--- src/rtl/vslc_pkg.sv ---
// Shared types and constants for the VSLC instruction fetch path.
// Fetch FSM states, header byte offsets and the default address width.
package vslc_pkg;

    localparam int ADDR_W_DEF   = 10;

    localparam int HDR_START_HI = 0;
    localparam int HDR_START_LO = 1;
    localparam int HDR_END_HI   = 2;
    localparam int HDR_END_LO   = 3;

    typedef enum logic [2:0] {
        ST_HDR,
        ST_IDLE,
        ST_SEEK,
        ST_RUN,
        ST_DRAIN
    } fetch_state_e;

endpackage

--- src/rtl/vslc_byte_fifo.sv ---
// Small synchronous FIFO with flop storage; head is read straight from flops.
// Push when full is accepted only if a pop happens in the same cycle.
module vslc_byte_fifo #(
    parameter int DEPTH_LOG2 = 2,
    parameter int W          = 8
) (
    input  logic                clk,
    input  logic                rst_n,
    input  logic                push,
    input  logic [W-1:0]        wdata,
    input  logic                pop,
    output logic [W-1:0]        rdata,
    output logic [DEPTH_LOG2:0] count,
    output logic                full,
    output logic                empty
);
    localparam int DEPTH = 1 << DEPTH_LOG2;
    localparam logic [DEPTH_LOG2:0] DEPTH_C = (DEPTH_LOG2+1)'(DEPTH);

    logic [W-1:0]          mem_q [DEPTH];
    logic [W-1:0]          mem_d [DEPTH];
    logic [DEPTH_LOG2-1:0] wr_q, wr_d, rd_q, rd_d;
    logic [DEPTH_LOG2:0]   cnt_q, cnt_d;
    logic                  do_push, do_pop;

    assign empty   = (cnt_q == '0);
    assign full    = (cnt_q == DEPTH_C);
    assign count   = cnt_q;
    assign rdata   = mem_q[rd_q];
    assign do_pop  = pop && !empty;
    assign do_push = push && (!full || do_pop);

    always_comb begin
        mem_d = mem_q;
        wr_d  = wr_q;
        rd_d  = rd_q;
        cnt_d = cnt_q;
        if (do_push) begin
            mem_d[wr_q] = wdata;
            wr_d        = wr_q + 1'b1;
        end
        if (do_pop) begin
            rd_d = rd_q + 1'b1;
        end
        unique case ({do_push, do_pop})
            2'b10:   cnt_d = cnt_q + 1'b1;
            2'b01:   cnt_d = cnt_q - 1'b1;
            default: cnt_d = cnt_q;
        endcase
    end

    always_ff @(posedge clk or negedge rst_n) begin
        if (!rst_n) begin
            for (int i = 0; i < DEPTH; i++) begin
                mem_q[i] <= '0;
            end
            wr_q  <= '0;
            rd_q  <= '0;
            cnt_q <= '0;
        end else begin
            mem_q <= mem_d;
            wr_q  <= wr_d;
            rd_q  <= rd_d;
            cnt_q <= cnt_d;
        end
    end

endmodule

--- src/rtl/vslc_instr_fetch.sv ---
// Header parse, program-byte buffering and EEPROM flow control for the executor.
// Define VSLC_FETCH_SCAN_COUNT_EN to enable the completed-scan counter.
module vslc_instr_fetch
    import vslc_pkg::*;
#(
    parameter int DEPTH_LOG2  = 2,
    parameter int HOLD_MARGIN = 1,
    parameter int ADDR_W      = ADDR_W_DEF
) (
    input  logic              clk,
    input  logic              rst_n,
    input  logic [7:0]        rd_byte,
    input  logic [15:0]       rd_addr,
    input  logic              rd_ready,
    output logic              eeprom_hold_n,
    output logic              restart_read,
    output logic [ADDR_W-1:0] start_addr,
    output logic [7:0]        instr,
    output logic              instr_valid,
    input  logic              instr_ready,
    output logic              scan_start,
    output logic              hdr_err,
    output logic              overflow,
    output logic [15:0]       scan_count
);
    localparam int CW = DEPTH_LOG2 + 1;
    localparam logic [CW-1:0] DEPTH_C  = CW'(2 ** DEPTH_LOG2);
    localparam logic [CW-1:0] MARGIN_C = CW'(HOLD_MARGIN);

    fetch_state_e      state_q, state_d;
    logic              rd_ready_q;
    logic [ADDR_W-1:0] start_q, start_d, end_q, end_d;
    logic              chk_q, chk_d;
    logic              scan_q, scan_d;
    logic              restart_q, restart_d;
    logic              hdr_err_q, hdr_err_d;
    logic              ovf_q, ovf_d;
    logic              hold_q, hold_d;

    logic              byte_stb, in_rng, run_st;
    logic              push, pop, fifo_full, fifo_empty;
    logic [CW-1:0]     fifo_count, free;
    logic [ADDR_W-1:0] addr;

    assign byte_stb    = rd_ready && !rd_ready_q;
    assign in_rng      = (rd_addr[15:ADDR_W] == '0);
    assign addr        = rd_addr[ADDR_W-1:0];
    assign run_st      = (state_q == ST_SEEK) || (state_q == ST_RUN)
                      || (state_q == ST_DRAIN);
    assign instr_valid = run_st && !fifo_empty;
    assign pop         = instr_valid && instr_ready;
    assign free        = DEPTH_C - fifo_count;

    vslc_byte_fifo #(
        .DEPTH_LOG2(DEPTH_LOG2),
        .W         (8)
    ) u_fifo (
        .clk  (clk),
        .rst_n(rst_n),
        .push (push),
        .wdata(rd_byte),
        .pop  (pop),
        .rdata(instr),
        .count(fifo_count),
        .full (fifo_full),
        .empty(fifo_empty)
    );

    always_comb begin
        state_d   = state_q;
        start_d   = start_q;
        end_d     = end_q;
        chk_d     = 1'b0;
        scan_d    = 1'b0;
        restart_d = 1'b0;
        hdr_err_d = hdr_err_q;
        push      = 1'b0;
        unique case (state_q)
            ST_HDR: begin
                if (chk_q) begin
                    if (end_q == '0) begin
                        state_d = ST_IDLE;
                    end else if (end_q < start_q) begin
                        state_d   = ST_IDLE;
                        hdr_err_d = 1'b1;
                    end else begin
                        state_d = ST_SEEK;
                    end
                end else if (byte_stb) begin
                    if (rd_addr == 16'(HDR_START_HI)) begin
                        start_d = {rd_byte[ADDR_W-9:0], start_q[7:0]};
                    end else if (rd_addr == 16'(HDR_START_LO)) begin
                        start_d = {start_q[ADDR_W-1:8], rd_byte};
                    end else if (rd_addr == 16'(HDR_END_HI)) begin
                        end_d = {rd_byte[ADDR_W-9:0], end_q[7:0]};
                    end else if (rd_addr == 16'(HDR_END_LO)) begin
                        end_d = {end_q[ADDR_W-1:8], rd_byte};
                        chk_d = 1'b1;
                    end
                end
            end
            ST_IDLE: begin
                state_d = ST_IDLE;
            end
            ST_SEEK: begin
                if (byte_stb && in_rng && addr == start_q) begin
                    push    = 1'b1;
                    scan_d  = 1'b1;
                    state_d = ST_RUN;
                end
            end
            ST_RUN: begin
                if (byte_stb) begin
                    // Out-of-window bytes end the scan without being buffered.
                    if (!in_rng || addr > end_q) begin
                        state_d = ST_DRAIN;
                    end else begin
                        push = 1'b1;
                        if (addr == end_q) begin
                            state_d = ST_DRAIN;
                        end
                    end
                end
            end
            ST_DRAIN: begin
                if (fifo_empty) begin
                    restart_d = 1'b1;
                    state_d   = ST_SEEK;
                end
            end
            default: state_d = ST_HDR;
        endcase
    end

    always_comb begin
        ovf_d  = ovf_q || (push && fifo_full && !pop);
        hold_d = !(free <= MARGIN_C);
        if (state_q == ST_DRAIN || state_q == ST_IDLE) begin
            hold_d = 1'b1;
        end
    end

    always_ff @(posedge clk or negedge rst_n) begin
        if (!rst_n) begin
            state_q    <= ST_HDR;
            rd_ready_q <= 1'b0;
            start_q    <= '0;
            end_q      <= '0;
            chk_q      <= 1'b0;
            scan_q     <= 1'b0;
            restart_q  <= 1'b0;
            hdr_err_q  <= 1'b0;
            ovf_q      <= 1'b0;
            hold_q     <= 1'b1;
        end else begin
            state_q    <= state_d;
            rd_ready_q <= rd_ready;
            start_q    <= start_d;
            end_q      <= end_d;
            chk_q      <= chk_d;
            scan_q     <= scan_d;
            restart_q  <= restart_d;
            hdr_err_q  <= hdr_err_d;
            ovf_q      <= ovf_d;
            hold_q     <= hold_d;
        end
    end

    assign eeprom_hold_n = hold_q;
    assign restart_read  = restart_q;
    assign start_addr    = start_q;
    assign scan_start    = scan_q;
    assign hdr_err       = hdr_err_q;
    assign overflow      = ovf_q;

`ifdef VSLC_FETCH_SCAN_COUNT_EN
    logic [15:0] scnt_q, scnt_d;

    always_comb begin
        scnt_d = scnt_q;
        if (restart_d) begin
            scnt_d = scnt_q + 16'd1;
        end
    end

    always_ff @(posedge clk or negedge rst_n) begin
        if (!rst_n) begin
            scnt_q <= '0;
        end else begin
            scnt_q <= scnt_d;
        end
    end

    assign scan_count = scnt_q;
`else
    assign scan_count = '0;
`endif

endmodule

--- config.mk ---
export PLATFORM = sky130hd
export DESIGN_NAME = vslc_instr_fetch
export DESIGN_NICKNAME = d
export VERILOG_FILES = /design/src/rtl/vslc_pkg.sv /design/src/rtl/vslc_byte_fifo.sv /design/src/rtl/vslc_instr_fetch.sv
export SDC_FILE = /design/constraint.sdc
export NUM_CORES = 1
export LEC_CHECK = 0
export BUFFER_PORTS_ARGS = -buffer_cell sky130_fd_sc_hd__buf_4
export CAP_MARGIN = 25
export CORE_MARGIN = 3
export CORE_UTILIZATION = 51
export DETAILED_ROUTE_END_ITERATION = 12
export GPL_TIMING_DRIVEN = 1
export PLACE_DENSITY_LB_ADDON = 0.08
export SLEW_MARGIN = 20
export SYNTH_ARGS = -nofsm -noshare
export SYNTH_HDL_FRONTEND = slang
export SYNTH_HIERARCHICAL = 1
export SYNTH_SLANG_ARGS = --single-unit
--- constraint.sdc ---
create_clock -name clk -period 2.7 [get_ports clk]
set_input_delay 0.54 -clock clk [delete_from_list [all_inputs] [get_ports clk]]
set_output_delay 0.54 -clock clk [all_outputs]
set_load 0.01 [all_outputs]
-- Yosys cells after proc, flatten, opt, wreduce, memory -nomap -nowiden
Index checks and enable logic that the tools add are counted.
- word-level logic and storage cells: 123
- register bits: 69
- output and inout bits: 40
- equality and inequality tests: 17
- muxes and demuxes: 35
- bitwise gates (word level): 7
- $add $sub $neg: 5
- reductions and logical operators: 34
- $lt $le $gt $ge: 6
- operators by type and width (kind ; count):
    8-bit two-way mux ; 5
    32-bit bitwise mux ; 1
    16-bit by 2-bit equality test with 1-bit output, second input constant ; 2
    10-bit equality test ; 2
    10-bit two-way mux ; 2
    3-bit two-way mux ; 6
    8-bit binary-select mux with 2-bit select ; 1
    8-bit demux with 2-bit select ; 1
    16-bit by 1-bit equality test with 1-bit output, second input constant ; 1
    16-bit logical NOT ; 1
    3-bit case mux with 5 select lines ; 1
    1-bit two-way mux ; 14
    10-bit > comparator ; 1
    1-bit logical AND ; 10
    10-bit logical NOT ; 1
    10-bit less-than comparator ; 1
    5-bit AND reduction ; 2
    4-bit AND reduction ; 2
    7-bit AND reduction ; 1
    3-bit by 2-bit equality test with 1-bit output, second input constant ; 2
    3-bit equality test, second input constant ; 2
    3-bit greater-or-equal comparator, second input constant ; 2
    1-bit logical NOT ; 6
    3-bit logical NOT ; 2
    21 further kinds ; 35

-- Longest topological paths before layout
Gate-level depths: netlist of the first run.
- depth in word-level cells: 10
- depth in mapped cells: 14

-- By module
Netlist of the first run, hierarchy kept.
- modules (own cells, without submodules) (module ; area an instance (µm²) ; cells an instance ; sequential area each (µm²) ; instances):
    vslc_instr_fetch ; 2195.9 ; 227 ; 752.0 ; 1
    vslc_byte_fifo ; 1801.7 ; 115 ; 975.9 ; 1

-- Worst setup path before layout of the first run
No wires, ideal clock.
- path type: input to register
- from: in rd_addr[11]
- to: reg u_fifo.cnt_q[2] (netlist: u_fifo/count[2])
- stages: 12
- arrival time: 2.945 ns
- slack: -0.372 ns
- cell sequence: nor4_4 > nor4b_4 > nand3_1 > or4_1 > o21ai_1 > or2b_2 > ha_1 > inv_1 > fa_1 > xor2_1 > nor2_1 > xor2_1
- word-level cells in the longest chain between the ends: 9
- ends and longest elaborated chain (what ; line ; source):
    start: declaration ; vslc_instr_fetch.sv:13 ; input logic [15:0] rd_addr,
    6-bit logical NOT * ; vslc_instr_fetch.sv:46 ; assign in_rng = (rd_addr[15:ADDR_W] == '0);
    1-bit logical NOT ; vslc_instr_fetch.sv:115 ; if (!in_rng || addr > end_q) begin
    1-bit logical OR ; vslc_instr_fetch.sv:115 ;
    1-bit two-way mux ; vslc_instr_fetch.sv:115 ;
    1-bit two-way mux ; vslc_instr_fetch.sv:113 ; if (byte_stb) begin
    1-bit case mux with 2 select lines * ; vslc_instr_fetch.sv:78 ; unique case (state_q)
    named net push ; vslc_instr_fetch.sv:41 ; logic push, pop, fifo_full, fifo_empty;
    1-bit logical AND * ; vslc_byte_fifo.sv:31 ; assign do_push = push && (!full || do_pop);
    2-bit by 1-bit equality test with 1-bit output / 2-bit equality test (equally long branches) ; vslc_byte_fifo.sv:45 ; unique case ({do_push, do_pop})
    3-bit case mux with 2 select lines / 2-bit nonzero test (equally long branches) ; -- ;
    end signal: assignment ; vslc_byte_fifo.sv:64 ; cnt_q <= cnt_d;
    end: declaration ; vslc_byte_fifo.sv:23 ; logic [DEPTH_LOG2:0] cnt_q, cnt_d;
Mark *: on every way through the listed nets, which the timed path passes. The rest lies on a longest branch.
A chain may end at the register's enable or synchronous reset.

-- Worst setup path in the final report of the first run
- from: reg start_q[6] (netlist: start_addr[6])
- to: reg u_fifo.cnt_q[2] (netlist: u_fifo/count[2])
- word-level cells in the longest chain between the ends: 7
- ends and longest elaborated chain (what ; line ; source):
    start: declaration ; vslc_instr_fetch.sv:32 ; logic [ADDR_W-1:0] start_q, start_d, end_q, end_d;
    start signal: assignment ; vslc_instr_fetch.sv:158 ; start_q <= start_d;
    10-bit equality test * ; vslc_instr_fetch.sv:106 ; if (byte_stb && in_rng && addr == start_q) begin
    1-bit logical AND * ; vslc_instr_fetch.sv:106 ;
    1-bit two-way mux * ; vslc_instr_fetch.sv:106 ;
    1-bit case mux with 2 select lines * ; vslc_instr_fetch.sv:78 ;
    named net push ; vslc_instr_fetch.sv:41 ;
    1-bit logical AND * ; vslc_byte_fifo.sv:31 ;
    2-bit by 1-bit equality test with 1-bit output / 2-bit equality test (equally long branches) ; vslc_byte_fifo.sv:45 ;
    3-bit case mux with 2 select lines / 2-bit nonzero test (equally long branches) ; -- ;
Marked as above.

==> impl_metrics.toml, run 1 <==
[outcome]
status = "complete, but fails checks"
violations = "negative setup slack"

[global_routing]
grt_pass1_wl_mm = 14.89
grt_util_met2_pct = 37.06
antenna_found_initial = 0
top_usage_layer = "met2"
use_met3_pct = 4.701
grt_use_total_pct = 21.96
grt_overflow_total = 0
grt_pass1_vias = 3046
grt_max_degree = 70
grtUsageMet1_pct = 28.67

[floorplan]
io_pins = 68
num_rows = 31
core_area_um2 = 7408
start_util_pct = 53.96
die-area_um2 = 8937
die_w_um = 94.54
die_h_um = 94.54

[timing]
drv_slew = 0
fin_crit_sh_pct = 101.7
finalSetupViolations = 2
period_needed_ps = 2746
finClkSkew_ps = 8.238
fin_ws_ps = -45.53
hold_violations = 0
slew_headroom_pct = 41.15
fmax_ghz = 0.3642
worst_pin_slew_ps = 882.8
hold-worst-slack_ps = 292.8
rsz0062_at_grt = "true"

[power_and_ir_drop]
vdd_drop_max_v = 0.0002893
p_per_area_nw_per_um2 = 412.8
leakage_nw = 2.573
power_mw = 2.148

[final_layout]
area_delta_synth_final_pct = 30.14
seqCellArea_um2 = 1728
multi_input_area_um2 = 2192
mostFrequentLayoutCells = "98 x buf_4, 68 x dfrtp_1, 41 x mux2_2"
drive_above_1_share_pct = 45.92
final_common_cell = "buf_4"
fillers = 571
antenna_cells = 0
final_util_pct = 70.22
fin_nets = 503

[clocking]
cts.clk_slew.worst_paths_ps = 80
h-tree-depth = 3
cts_tree = "done"
clk_path_buf_depth = 2
clock-sinks = 69
numCtsBuffers = 9
hold_buffers = 0
clock_latency_ps = 340
cts_root_buffer = "clkbuf_8"

[critical_path]
rr_worst_depth = 12
r2r_setup_slack_ps = -50
worstPathRequired_ps = 2930
start_kind = "register"
crit_fanout = 2
worstPathArrival_ps = 2980
r2r_start = "start_addr[6]$_DFFE_PN0P_"
path_class = "reg -> reg"
critPathCaptureType = "register"
r2r_end = "u_fifo/count[2]$_DFFE_PN0P_"

[synthesis]
synth_area_um2 = 3998
synth_flop_cell = "dfrtp_1"
ys_async_sr_fraction_pct = 100.0
yosys.area.top_type = "dfrtp_1"
avgSynthCellArea_um2 = 11.69
syn_inst = 342
yosys-top-cells-area = "dfrtp_1 43%, mux2_2 12%, ha_1 8.1%, mux4_2 4.5%, buf_4 3.0%"
ys_seq_area_share_pct = 43.22
synth_top_area_share_pct = 42.57
synth_edf_count = 0
synth_seq_cells = 69
yosys_warnings = 6
ys_types = 55

[detailed_routing]
num_vias = 2945
wl_per_cell_um = 16.52
remaining_drc_errors = 0
first_pass_iters = 4
antenna_left = 0
avgViaCountPerCell = 5.335
wirelength_mm = 9.120
drt_iter0_markers = 107

[placed_design]
gp_congestion = 0.8856
pre_cts_ws_ps = -451.6
port_buffers = 51
dp_hpwl_mm = 6.752

[job]
cap_viol_max_count = 0

[worst_hold_path]
hp-class = "in -> async"
## cell type report
type	instances	share of cell area, %
Clock buffer	9	2.381
Tap cell	99	2.381
Inverter	31	2.237
Sequential cell	69	33.21
Clock inverter	7	1.972
Multi-Input combinational cell	235	42.14
Timing Repair Buffer	102	15.68
## where the power goes
part,switching (mW),internal (mW)
Combinational,0.0882,0.0609
Clock,0.432,0.533
Sequential,0.000451,1.03
## state kept, by name (all words and copies together) (netlist names)
signal,cells
u_fifo/rd_q,2
rd_ready_q,1
u_fifo/count,3
start_addr,10
overflow,1
u_fifo/wr_q,2
hdr_err,1
u_fifo/mem_q,32
restart_read,1
chk_q,1
end_q,10
scan_start,1
eeprom_hold_n,1
state_q,3
## cells in the mapped netlist, types with 2 or more instances
master and n:
nor4_1 8, o21ai_0 13, and3_1 4, mux4_2 8
ha_1 26, a21oi_1 6, mux2_1 2, inv_1 31
buf_2 2, mux2_2 41, nor3_1 7, nor2_1 13
nor4_4 2, nor4b_4 2, buf_1 2, nand2_1 16
nand3_1 2, xor2_1 13, buf_6 2, a211oi_1 7
dfrtp_1 68, nand4_1 7, nor2_2 5, nand2b_1 4
nor2b_1 2, buf_4 16, xnor2_1 5
## critical path, stage by stage, from the launching register on
cell     delay, ps
dfrtp_1        430
xor2_1         180
nor4_1         270
nand3_1        100
or4_4          450
o21ai_4        140
or2b_4         290
ha_4           160
inv_2           50
fa_2           180
xor2_1         140
nor2_1          70
xor2_1         150
## metrics by stage
step | cells | instance area (um2) | setup TNS (ps)
2_1_floorplan | 357 | 4084 | -416.6
3_3_place_gp | 530 | 4818 | -3348
3_5_place_dp | 530 | 4818 | -5021
4_1_cts | 548 | 5089 | -72.63
5_1_grt | 552 | 5202 | -312.0
6_report | 552 | 5202 | -53.32
## routing by layer
metal	routed length (um)	part of all wire [%]
met1	3973	44
met2	4566	50
met3	405	4.4
met4	175	1.9
met5	0	0
## worst max-delay path by stage
| stage | startpoint | end | slack [ps] | depth (start not counted) |
|---|---|---|---|---|
| floorplan | rd_addr[11] | u_fifo/count[2]$_DFFE_PN0P_ | -220 | 12 |
| global placement | rd_addr[7] | u_fifo/count[2]$_DFFE_PN0P_ | -380 | 14 |
| detailed placement | rd_addr[11] | u_fifo/count[2]$_DFFE_PN0P_ | -450 | 13 |
| CTS | end_q[6]$_DFFE_PN0P_ | u_fifo/count[2]$_DFFE_PN0P_ | -50 | 14 |
| global route | start_addr[9]$_DFFE_PN0P_ | u_fifo/count[2]$_DFFE_PN0P_ | -200 | 12 |
| finish | start_addr[6]$_DFFE_PN0P_ | u_fifo/count[2]$_DFFE_PN0P_ | -50 | 12 |
## kinds of logic after synthesis
family                   Yosys count  share of synthesized area, %
buffers and inverters             53                         6.917
other                              1                       0.09381
XOR/XNOR                          18                         3.944
AND/OR/NAND/NOR                   79                         12.49
flip-flops                        69                         43.22
AO/OA/AOI/OAI                     42                         7.449
adder cells (fa/ha/maj)           27                         8.638
multiplexers                      53                         17.25
## timing repair
| action | CTS | global route |
|---|---|---|
| endpoints found under the hold margin | 0 | 0 |
| setup buffers | 2 | 4 |
| setup endpoints to repair | 2 | 16 |
| pin swaps | 5 | 7 |
| gates resized for setup | 5 | 15 |
(Power assumes the default switching activity.)
==> run 2: changes to the inputs <==
--- a/config.mk
+++ b/config.mk
@@ -5,11 +5,11 @@
 export SDC_FILE = /design/constraint.sdc
 export NUM_CORES = 1
 export LEC_CHECK = 0
-export BUFFER_PORTS_ARGS = -buffer_cell sky130_fd_sc_hd__buf_4
 export CAP_MARGIN = 25
 export CORE_MARGIN = 3
-export CORE_UTILIZATION = 51
+export CORE_UTILIZATION = 58
 export DETAILED_ROUTE_END_ITERATION = 12
+export DONT_BUFFER_PORTS = 1
 export GPL_TIMING_DRIVEN = 1
 export PLACE_DENSITY_LB_ADDON = 0.08
 export SLEW_MARGIN = 20
==> run 2 against run 1 <==
The flow still finishes with violations (negative setup slack). Critical path depth rose by 2. Worst setup slack got worse by 4.5 ps. Clock skew rose by 8.0 ps. Global-route usage rose by 2.5 points. Sequential power barely moved. First-iteration DRC count rose by 2.8%. Power fell by 6.0%. Critical endpoint unchanged.
==> impl_metrics.toml, run 2 (same netlist as run 1, synthesis figures left out) <==
[global_routing]
grt_overflow_total = 0
grt_pass1_vias = 2846
antenna_found_initial = 0
grt_max_degree = 69
grt_pass1_wl_mm = 14.40
grt_use_total_pct = 24.46

[critical_path]
r2r_start = "end_q[7]$_DFFE_PN0P_"
worstPathRequired_ps = 2920
crit_fanout = 3
start_kind = "register"
path_class = "reg -> reg"
startpoint = "end_q[7]$_DFFE_PN0P_"
worstPathArrival_ps = 2970
r2r_setup_slack_ps = -50
critPathCaptureType = "register"

[floorplan]
die_h_um = 89.02
start_util_pct = 61.21
num_rows = 29
die_w_um = 89.02
core_area_um2 = 6531
io_pins = 68
die-area_um2 = 7925

[clocking]
h-tree-depth = 3
cts.clk_slew.worst_paths_ps = 90
cts_root_buffer = "clkbuf_8"
clock_latency_ps = 350
numCtsBuffers = 9
clock-sinks = 69
cts_tree = "done"
clk_path_buf_depth = 2

[timing]
rsz0062_at_grt = "true"
fin_ws_ps = -50.01
worst_pin_slew_ps = 625.2
drv_slew = 0
slew_headroom_pct = 58.32
hold_violations = 0
fmax_ghz = 0.3636
fin_crit_sh_pct = 101.9
period_needed_ps = 2750
finalSetupTns_ps = -85.15
finalSetupViolations = 2
finClkSkew_ps = 16.25

[power_and_ir_drop]
internal_power_mw = 1.554
vdd_drop_max_v = 0.0003776
p_per_area_nw_per_um2 = 420.7
seq_power_share_pct = 51.2
p_comb_share_pct = 4.8
power_switching_mw = 0.4646
leakage_nw = 2.326
swShare_pct = 23.01
clock_power_share_pct = 44.0

[outcome]
violations = "negative setup slack"
status = "complete, but fails checks"

[final_layout]
drive_above_1_share_pct = 38.86
mostFrequentLayoutCells = "68 x dfrtp_1, 48 x buf_4, 41 x mux2_2"
antenna_cells = 0
fin_nets = 454
final_common_cell = "dfrtp_1"
fillers = 456
largest_register_ffs = 32
regMostFlops = "u_fifo/mem_q"
area_delta_synth_final_pct = 20.06

[detailed_routing]
remaining_drc_errors = 0
first_pass_iters = 4
antenna_left = 0
wl_per_cell_um = 18.80
avgViaCountPerCell = 5.906
drt_iter0_markers = 110
wirelength_mm = 9.043
num_vias = 2841

[worst_hold_path]
hp-class = "in -> async"

[placed_design]
dp_hpwl_mm = 6.560
pre_cts_ws_ps = -332.2
port_buffers = 0
gp_congestion = 0.8644

[job]
cap_viol_max_count = 0
[run 2: cell types whose count changed in the layout (fill, tap and decap cells not counted), sizes merged]
cell / change
dlygate4sd3: +1
inv: -3
clkinv: +1
bufinv: -1
buf: -50
clkbuf: +3
[run 2: power by group through the flow]
stage	clock network, mW	registers (mW)	logic [mW]
after CTS	0.905	1.03	0.0853
final	0.888	1.03	0.0972
after global routing	0.950	1.03	0.109
after detailed placement	0	1.05	0.0519
after floorplan	0	1.05	0.0565
after global placement	0	1.05	0.0504
[run 2: worst max-delay path, cell delays in order, from the launching register on]
cell and delay, ps:
dfrtp_1 360, inv_2 60, ha_4 270, nand4_1 180, buf_4 200, nor3_2 320, o21ai_2 130, o21ai_4 70
or2b_4 290, ha_4 160, inv_2 50, fa_2 180, xor2_1 140, nor2_1 70, xor2_1 130
[run 2: cell type report]
type / instances / area [um2] / share of cell area (%)
well taps: 77 / 96.34 / 2.007
clock buffers: 12 / 155.1 / 3.233
flip-flops and latches: 69 / 1728 / 36.00
multi-input cells: 235 / 2191 / 45.65
inverters: 31 / 116.4 / 2.424
clock inverters: 4 / 55.05 / 1.147
repair buffers: 53 / 457.9 / 9.541
[run 2: worst paths after layout]
| check | to | depth (start not counted) |
|---|---|---|
| min in group clk | rd_ready_q$_DFF_PN0_ | 0 |
| setup reg to reg | u_fifo/count[2]$_DFFE_PN0P_ | 14 |
| max in group asynchronous | eeprom_hold_n$_DFF_PN1_ | 1 |
| hold reg to reg | u_fifo/mem_q[7]$_DFFE_PN0P_ | 1 |
| setup / recovery | u_fifo/count[2]$_DFFE_PN0P_ | 14 |
| hold / removal | restart_read$_DFF_PN0_ | 1 |
[run 2: metrics by stage]
| stage | total power, mW | utilization, % | hold slack (ps) | std cells | area, um2 |
|---|---|---|---|---|---|
| after floorplan | 1.111 | - | 244.4 | 357 | 4084 |
| after global placement | 1.105 | 66.72 | 245.9 | 452 | 4358 |
| after detailed placement | 1.106 | 66.72 | 246.0 | 452 | 4358 |
| after CTS | 2.024 | 71.69 | 5.709 | 474 | 4682 |
| after global routing | 2.092 | 73.49 | 65.65 | 481 | 4800 |
| final | 2.019 | 73.49 | 46.64 | 481 | 4800 |
[run 2: routing by layer]
metal	global-route usage [%]	share of wire (%)	vias up
li1	-	-	1311
met1	32.83	44	1440
met2	39.34	49	74
met3	5.806	4.8	16
met4	8.254	1.7	0
met5	0	0	-
[run 2: what timing repair did]
action	CTS	global route
cloned	0	0
pin swaps	8	7
buffers inserted	5	6
hold endpoints to repair	68	1
hold buffers	1	1
resized for setup	11	9
endpoints found under the setup margin	2	2
